$ cat config.mk
export PLATFORM = sky130hd
export DESIGN_NAME = sdram_cmd_monitor
export DESIGN_NICKNAME = d
export VERILOG_FILES = /design/src/rtl/sdram_cmd_pkg.sv /design/src/rtl/sdram_bank_tracker.sv /design/src/rtl/sdram_cmd_monitor.sv
export SDC_FILE = /design/constraint.sdc
export NUM_CORES = 1
export LEC_CHECK = 0
export CAP_MARGIN = 10
export CELL_PAD_IN_SITES_DETAIL_PLACEMENT = 0
export CELL_PAD_IN_SITES_GLOBAL_PLACEMENT = 1
export CORE_ASPECT_RATIO = 2
export CORE_MARGIN = 2
export CORE_UTILIZATION = 34
export DETAILED_ROUTE_END_ITERATION = 7
export PLACE_DENSITY_LB_ADDON = 0.05
export SLEW_MARGIN = 25
export SYNTH_ARGS = -nofsm -noshare
export SYNTH_HDL_FRONTEND = slang
export SYNTH_HIERARCHICAL = 1
export SYNTH_SLANG_ARGS = --single-unit
$ cat constraint.sdc
create_clock -name sys_clk -period 2.58 [get_ports sys_clk]
set_input_delay 0.258 -clock sys_clk [delete_from_list [all_inputs] [get_ports sys_clk]]
set_output_delay 0.258 -clock sys_clk [all_outputs]
set_load 0.005 [all_outputs]
$ cat src/rtl/sdram_cmd_pkg.sv
// Shared types for the SDRAM command monitor: command codes, device states,
// violation bit positions and the bus decode helpers.
package sdram_cmd_pkg;

    // Command codes match {cs_n, ras_n, cas_n, we_n}; DESELECT gets its own code.
    typedef enum logic [3:0] {
        CMD_LOAD_MODE    = 4'b0000,
        CMD_AUTO_REFRESH = 4'b0001,
        CMD_PRECHARGE    = 4'b0010,
        CMD_ACTIVE       = 4'b0011,
        CMD_WRITE        = 4'b0100,
        CMD_READ         = 4'b0101,
        CMD_BURST_STOP   = 4'b0110,
        CMD_NOP          = 4'b0111,
        CMD_DESELECT     = 4'b1111
    } cmd_e;

    typedef enum logic [2:0] {
        ST_IDLE = 3'd0,
        ST_ACT  = 3'd1,
        ST_AREF = 3'd2,
        ST_SREF = 3'd3,
        ST_SXIT = 3'd4
    } state_e;

    localparam int VIOL_BUSY       = 0;
    localparam int VIOL_SREF_CMD   = 1;
    localparam int VIOL_SREF_SHORT = 2;
    localparam int VIOL_OPEN_BANK  = 3;

    // cs_n high masks the rest of the bus.
    function automatic cmd_e decode_cmd(input logic [3:0] bus);
        if (bus[3]) return CMD_DESELECT;
        return cmd_e'(bus);
    endfunction

    // True for anything that actually asks the device to do work.
    function automatic logic is_real_cmd(input cmd_e c);
        return (c != CMD_NOP) && (c != CMD_DESELECT);
    endfunction

endpackage

$ cat src/rtl/sdram_bank_tracker.sv
// Per-bank open/closed flags. ACTIVE opens a bank, PRECHARGE closes one bank
// or all of them, and a refresh forces everything closed.
module sdram_bank_tracker (
    input  logic       clk,
    input  logic       rst_n,
    input  logic       act_i,
    input  logic       pre_i,
    input  logic       pre_all_i,
    input  logic [1:0] ba_i,
    input  logic       force_clr_i,
    output logic [3:0] bank_open_o,
    output logic [3:0] bank_open_next_o
);

    logic [3:0] bank_open_q;
    logic [3:0] bank_open_d;

    genvar gi;
    generate
        for (gi = 0; gi < 4; gi++) begin : g_bank
            // Force-clear dominates; ACTIVE and PRECHARGE never coincide on one bus cycle.
            assign bank_open_d[gi] = force_clr_i                            ? 1'b0 :
                                     (act_i && (ba_i == 2'(gi)))            ? 1'b1 :
                                     (pre_i && (pre_all_i || ba_i == 2'(gi))) ? 1'b0 :
                                     bank_open_q[gi];
        end
    endgenerate

    // Bank flag register.
    always_ff @(posedge clk or negedge rst_n) begin
        if (!rst_n) bank_open_q <= '0;
        else        bank_open_q <= bank_open_d;
    end

    assign bank_open_o      = bank_open_q;
    assign bank_open_next_o = bank_open_d;

endmodule

$ cat src/rtl/sdram_cmd_monitor.sv
// SDRAM command bus monitor: decodes commands, tracks power state and bank
// status, times tRFC / tXSR / self-refresh residency and latches violations.
// Optional: define SDRAM_MON_STATS_EN to enable refresh/self-refresh counters.
module sdram_cmd_monitor
    import sdram_cmd_pkg::*;
#(
    parameter int T_RFC      = 7,
    parameter int T_XSR      = 8,
    parameter int T_SREF_MIN = 4,
    parameter int CNT_W      = 16
) (
    input  logic             sys_clk,
    input  logic             sys_rst_n,
    input  logic             sdram_cke,
    input  logic [3:0]       sdram_cmd,
    input  logic [1:0]       sdram_ba,
    input  logic [11:0]      sdram_addr,
    input  logic             viol_clr,
    output logic [3:0]       cmd_code,
    output logic             cmd_valid,
    output logic [2:0]       dev_state,
    output logic [3:0]       bank_open,
    output logic             sref_active,
    output logic [CNT_W-1:0] sref_cycles,
    output logic             exit_ready,
    output logic [3:0]       viol_flags,
    output logic [15:0]      aref_count,
    output logic [15:0]      sref_count
);

    localparam int TW = 8;

    cmd_e             cmd_dec;
    logic             real_cmd;
    logic             cke_q;
    state_e           state_q, state_d;
    logic [TW-1:0]    cnt_q, cnt_d;
    logic [CNT_W-1:0] sref_cyc_q, sref_cyc_d;
    logic             exit_ready_q, exit_ready_d;
    logic [3:0]       viol_q, viol_d, viol_new;
    cmd_e             cmd_code_q;
    logic             cmd_valid_q;
    logic             sref_active_q;
    logic             track_en, force_clr;
    logic [3:0]       bank_open_w, bank_next_w;
    logic             unused_addr;

    assign cmd_dec     = decode_cmd(sdram_cmd);
    assign real_cmd    = is_real_cmd(cmd_dec);
    assign unused_addr = ^{sdram_addr[11], sdram_addr[9:0]};

    sdram_bank_tracker u_banks (
        .clk              (sys_clk),
        .rst_n            (sys_rst_n),
        .act_i            (track_en && (cmd_dec == CMD_ACTIVE)),
        .pre_i            (track_en && (cmd_dec == CMD_PRECHARGE)),
        .pre_all_i        (sdram_addr[10]),
        .ba_i             (sdram_ba),
        .force_clr_i      (force_clr),
        .bank_open_o      (bank_open_w),
        .bank_open_next_o (bank_next_w)
    );

    // Next-state logic; CKE low outside self-refresh freezes everything (power-down).
    always_comb begin
        state_d      = state_q;
        cnt_d        = cnt_q;
        sref_cyc_d   = sref_cyc_q;
        exit_ready_d = exit_ready_q;
        viol_new     = '0;
        track_en     = 1'b0;
        force_clr    = 1'b0;
        case (state_q)
            ST_IDLE, ST_ACT: begin
                if (sdram_cke) begin
                    track_en = 1'b1;
                    if (cmd_dec == CMD_AUTO_REFRESH) begin
                        state_d   = ST_AREF;
                        cnt_d     = TW'(T_RFC - 1);
                        force_clr = 1'b1;
                        viol_new[VIOL_OPEN_BANK] = |bank_open_w;
                    end else begin
                        state_d = (bank_next_w != 4'b0) ? ST_ACT : ST_IDLE;
                    end
                end else if (cke_q && cmd_dec == CMD_AUTO_REFRESH) begin
                    state_d    = ST_SREF;
                    sref_cyc_d = CNT_W'(1);
                    force_clr  = 1'b1;
                    viol_new[VIOL_OPEN_BANK] = |bank_open_w;
                end
            end
            ST_AREF: begin
                if (sdram_cke) begin
                    track_en = 1'b1;
                    viol_new[VIOL_BUSY] = real_cmd;
                    if (cnt_q == '0) state_d = ST_IDLE;
                    else             cnt_d   = cnt_q - 1'b1;
                end
            end
            ST_SREF: begin
                if (sdram_cke) begin
                    state_d      = ST_SXIT;
                    cnt_d        = TW'(T_XSR - 1);
                    exit_ready_d = 1'b0;
                    viol_new[VIOL_SREF_SHORT] = (sref_cyc_q < CNT_W'(T_SREF_MIN));
                end else begin
                    viol_new[VIOL_SREF_CMD] = real_cmd;
                    if (sref_cyc_q != '1) sref_cyc_d = sref_cyc_q + 1'b1;
                end
            end
            ST_SXIT: begin
                if (sdram_cke) begin
                    track_en = 1'b1;
                    viol_new[VIOL_BUSY] = real_cmd;
                    if (cnt_q == '0) begin
                        state_d      = ST_IDLE;
                        exit_ready_d = 1'b1;
                    end else begin
                        cnt_d = cnt_q - 1'b1;
                    end
                end
            end
            default: state_d = ST_IDLE;
        endcase
        // A fresh violation outranks a simultaneous clear.
        viol_d = (viol_clr ? 4'b0 : viol_q) | viol_new;
    end

    // State, timer, flag and decode registers.
    always_ff @(posedge sys_clk or negedge sys_rst_n) begin
        if (!sys_rst_n) begin
            cke_q         <= 1'b1;
            state_q       <= ST_IDLE;
            cnt_q         <= '0;
            sref_cyc_q    <= '0;
            exit_ready_q  <= 1'b1;
            viol_q        <= '0;
            cmd_code_q    <= CMD_NOP;
            cmd_valid_q   <= 1'b0;
            sref_active_q <= 1'b0;
        end else begin
            cke_q         <= sdram_cke;
            state_q       <= state_d;
            cnt_q         <= cnt_d;
            sref_cyc_q    <= sref_cyc_d;
            exit_ready_q  <= exit_ready_d;
            viol_q        <= viol_d;
            cmd_code_q    <= cmd_dec;
            cmd_valid_q   <= real_cmd;
            sref_active_q <= (state_d == ST_SREF);
        end
    end

`ifdef SDRAM_MON_STATS_EN
    logic        idle_grp, aref_hit, sref_hit;
    logic [15:0] aref_cnt_q, sref_cnt_q;

    assign idle_grp = (state_q == ST_IDLE) || (state_q == ST_ACT);
    assign aref_hit = idle_grp && sdram_cke && (cmd_dec == CMD_AUTO_REFRESH);
    assign sref_hit = idle_grp && cke_q && !sdram_cke && (cmd_dec == CMD_AUTO_REFRESH);

    // Saturating refresh / self-refresh entry counters, cleared only by reset.
    always_ff @(posedge sys_clk or negedge sys_rst_n) begin
        if (!sys_rst_n) begin
            aref_cnt_q <= '0;
            sref_cnt_q <= '0;
        end else begin
            if (aref_hit && aref_cnt_q != 16'hFFFF) aref_cnt_q <= aref_cnt_q + 16'd1;
            if (sref_hit && sref_cnt_q != 16'hFFFF) sref_cnt_q <= sref_cnt_q + 16'd1;
        end
    end

    assign aref_count = aref_cnt_q;
    assign sref_count = sref_cnt_q;
`else
    assign aref_count = '0;
    assign sref_count = '0;
`endif

    assign cmd_code    = cmd_code_q;
    assign cmd_valid   = cmd_valid_q;
    assign dev_state   = state_q;
    assign bank_open   = bank_open_w;
    assign sref_active = sref_active_q;
    assign sref_cycles = sref_cyc_q;
    assign exit_ready  = exit_ready_q;
    assign viol_flags  = viol_q;

endmodule

==> results.yml, run 1 <==
outcome:
  status: "finished, violations left"
  violations: "hold timing"
cells_and_area:
  final_common_cell: "clkdlybuf4s50_1"
  postLayoutCellArea_mm2: 0.003349
  diodes: 0
  finalNetCount: 369
  drive_above_1_share: 0.1792
  regArea_mm2: 0.001082
  multi_input_area_mm2: 0.001324
  fin_util: 0.4439
  syn_to_final_growth_pct: 27.96
  final_cell_mix: "clkdlybuf4s50_1, dfrtp_1, conb_1"
  fill_cells: 779
timing:
  max_freq_mhz: 409.2
  skew_ns: 0.005997
  final_hold_viol_count: 38
  tightest_slew_ns: 0.6946
  layout_setup_ws_ns: 0.1359
  whs_ns: -0.04144
  fin_tns_setup_ns: 0
  relSlewSlack: 0.5369
  rsz0062_at_grt: "false"
  setup_viol: 0
  period_share: 0.9473
  fin_crit_ns: 2.444
  maxSlewViolCount: 0
global_routing:
  grt_pass1_vias: 2192
  grt_max_degree: 44
  grt_usage: 0.1743
  antenna_found_initial: 0
  grt_pass1_wl_um: 11180
  overflow: 0
floorplanning:
  io_pins: 88
  rows: 45
  die_h_um: 128.1
  die_w_um: 66.04
  dieArea_mm2: 0.008459
  start_util: 0.3469
  core_mm2: 0.007545
yosys:
  avgSynthCellArea_um2: 9.315
  syn_area_mm2: 0.002618
  synthTopCellsByArea: "dfrtp_1, buf_4, dfstp_2"
  ys_seq_area_frac: 0.4135
  synth_edf_count: 0
  synthCells: 281
  synth_top_area_frac: 0.3633
  synth_cell_type_count: 55
  synth_ff_type: "dfrtp_1"
  synth_top_cell_by_area: "dfrtp_1"
  yosys_warnings: 6
  synth_seq_cells: 43
  synthArstFlopShare: 1.000
placement:
  gp_congestion: 0.8298
  post_dp_cell_area_mm2: 0.003166
  dpl.hpwl_um: 5216
  place_ws_ns: -0.2996
  port_buffers: 44
setup_path:
  cpMostUsedCell: "o21ai_0"
  crit_chain: "clkdlybuf4s50_1 > or4b_4 > nor3_4 > o21ai_1 > inv_2 > a21oi_1 > or4_1 > o21ai_0 > o21ai_0 > and2_1"
  r2r_setup_slack_ns: 0.27
  reg2regPathDepth: 10
  critPathLaunchType: "primary input"
  cp_max_fo: 4
  max_stage_delay_ns: 0.57
  cp_slowest_cell: "or4b_4"
  r2r_end: "sref_active$_DFF_PN0_"
  endpoint_kind: "flop"
  worst_r2r_startpoint: "dev_state[2]$_DFF_PN0_"
  critPathArrivalTime_ns: 2.63
  crit_end: "sref_active$_DFF_PN0_"
  worstSetupPathType: "in -> reg"
  crit_start: "sdram_cmd[3]"
  critPathRequiredTime_ns: 2.76
drt:
  dr.first_iter.drc_count: 84
  drc: 0
  firstDrtPassIters: 4
  drt_wl_total_um: 6905
  wl_per_cell_um: 15.69
  vias_per_cell: 5.041
  ant_nets: 0
  via_count: 2218
clock_tree:
  ctsHtreeMaxLevel: 2
  cts_buffers: 5
  cts_sinks: 43
  clockBufferDepth: 2
  clk_latency_ns: 0.29
  clk_pin_slew_ns: 0.06
  cts_root_buffer: "clkbuf_16"
  cts_tree: "done"
power:
  peakVddDrop_mv: 0.3025
  intPower_uw: 1601
  switching_power_uw: 683.5
  comb_power_share: 0.275
  p_leak_uw: 0.001461
  p_seq_frac: 0.394
  p_per_area_mw_per_mm2: 682.2
  clock_power_share: 0.331
  p_sw_frac: 0.2992
run:
  maxCapViolCount: 0
hold_path:
  hp-class: "in -> async"
## sequential cells by signal, summed over array words and instances (netlist names)
register and cells:
cmd_valid 1, cke_q 1, cmd_code 4, exit_ready 1, cnt_q 8, u_banks/bank_open_o 4
dev_state 3, sref_active 1, viol_flags 4, sref_cycles 16
## area by class of cell
| class | count | share of cell area |
|---|---|---|
| sequential | 43 | 0.3231 |
| clock buffer | 6 | 0.04146 |
| inverter | 11 | 0.01233 |
| timing repair buffer | 67 | 0.1823 |
| tap | 94 | 0.03511 |
| clock inverter | 2 | 0.01046 |
| multi-input combinational | 217 | 0.3952 |
## metrics by stage
step,std cells,hold slack [ns],total power (µW)
2_1_floorplan,312,-0.03759,1278
3_3_place_gp,432,0.4787,1545
3_5_place_dp,432,0.4852,1546
4_1_cts,440,0.1829,2310
5_1_grt,440,0.01143,2420
6_report,440,-0.04144,2285
## power by group through the flow
stage	clock network (µW)	registers [µW]	logic (µW)
final	756	900	629
after CTS	773	902	635
after global routing	797	920	703
after global placement	0	913	633
after detailed placement	0	915	632
after floorplan	0	887	391
## cells in the mapped netlist (6+ instances only)
cell       n
dfrtp_1   38
buf_4     34
o21ai_0   24
nand2_1   22
a21oi_1   15
nor2_1    15
inv_1     11
o21ai_1    8
nand2b_1   7
a31oi_1    6
o21ai_2    6
or4_1      6
## worst min-delay path by stage
stage,endpoint,slack [ns],cells after the start
after detailed placement,cnt_q[7]$_DFFE_PN0P_,0.49,1
after global routing,cnt_q[7]$_DFFE_PN0P_,0.01,1
final,cnt_q[7]$_DFFE_PN0P_,-0.04,1
after floorplan,cmd_code[3]$_DFF_PN0_,-0.04,0
after CTS,cnt_q[7]$_DFFE_PN0P_,0.18,1
after global placement,viol_flags[3]$_DFF_PN0_,0.48,1
## timing repair
| item | in CTS | in global routing |
|---|---|---|
| pin swaps | 0 | 2 |
| setup buffers | 0 | 0 |
| setup endpoints to repair | 1 | 1 |
| hold buffers | 0 | 0 |
| resized for setup | 1 | 6 |
| hold endpoints to repair | 0 | 0 |
## cells by family after synthesis
kind of cell / Yosys count / synth area share
compound gates: 83 / 0.2079
fa+ha+maj: 2 / 0.009559
buf+inv: 52 / 0.1281
flops: 43 / 0.4135
mux: 3 / 0.01147
other cells: 1 / 0.001433
simple gates: 97 / 0.2280
## metal layers
metal | share of wire | vias to the layer above | GRT usage
li1 | - | 1074 | -
met1 | 0.37 | 1072 | 0.1797
met2 | 0.56 | 59 | 0.3280
met3 | 0.035 | 13 | 0.02809
met4 | 0.035 | 0 | 0.08403
met5 | 0 | - | 0
## critical path, delay by kind of cell
| family | cells | cell delay (ns) |
|---|---|---|
| simple gates | 4 | 1.42 |
| buf+inv | 2 | 0.52 |
| compound gates | 4 | 0.42 |
Power figures use the tool's default switching activity.
==> inputs of run 2 (changes only) <==
--- a/config.mk
+++ b/config.mk
@@ -11,6 +11,7 @@
 export CORE_ASPECT_RATIO = 2
 export CORE_MARGIN = 2
 export CORE_UTILIZATION = 34
+export CTS_CLUSTER_SIZE = 28
 export DETAILED_ROUTE_END_ITERATION = 7
 export PLACE_DENSITY_LB_ADDON = 0.05
 export SLEW_MARGIN = 25
==> results of run 2 <==
No change in the layout: final DEF, timing and power equal those of run 1.
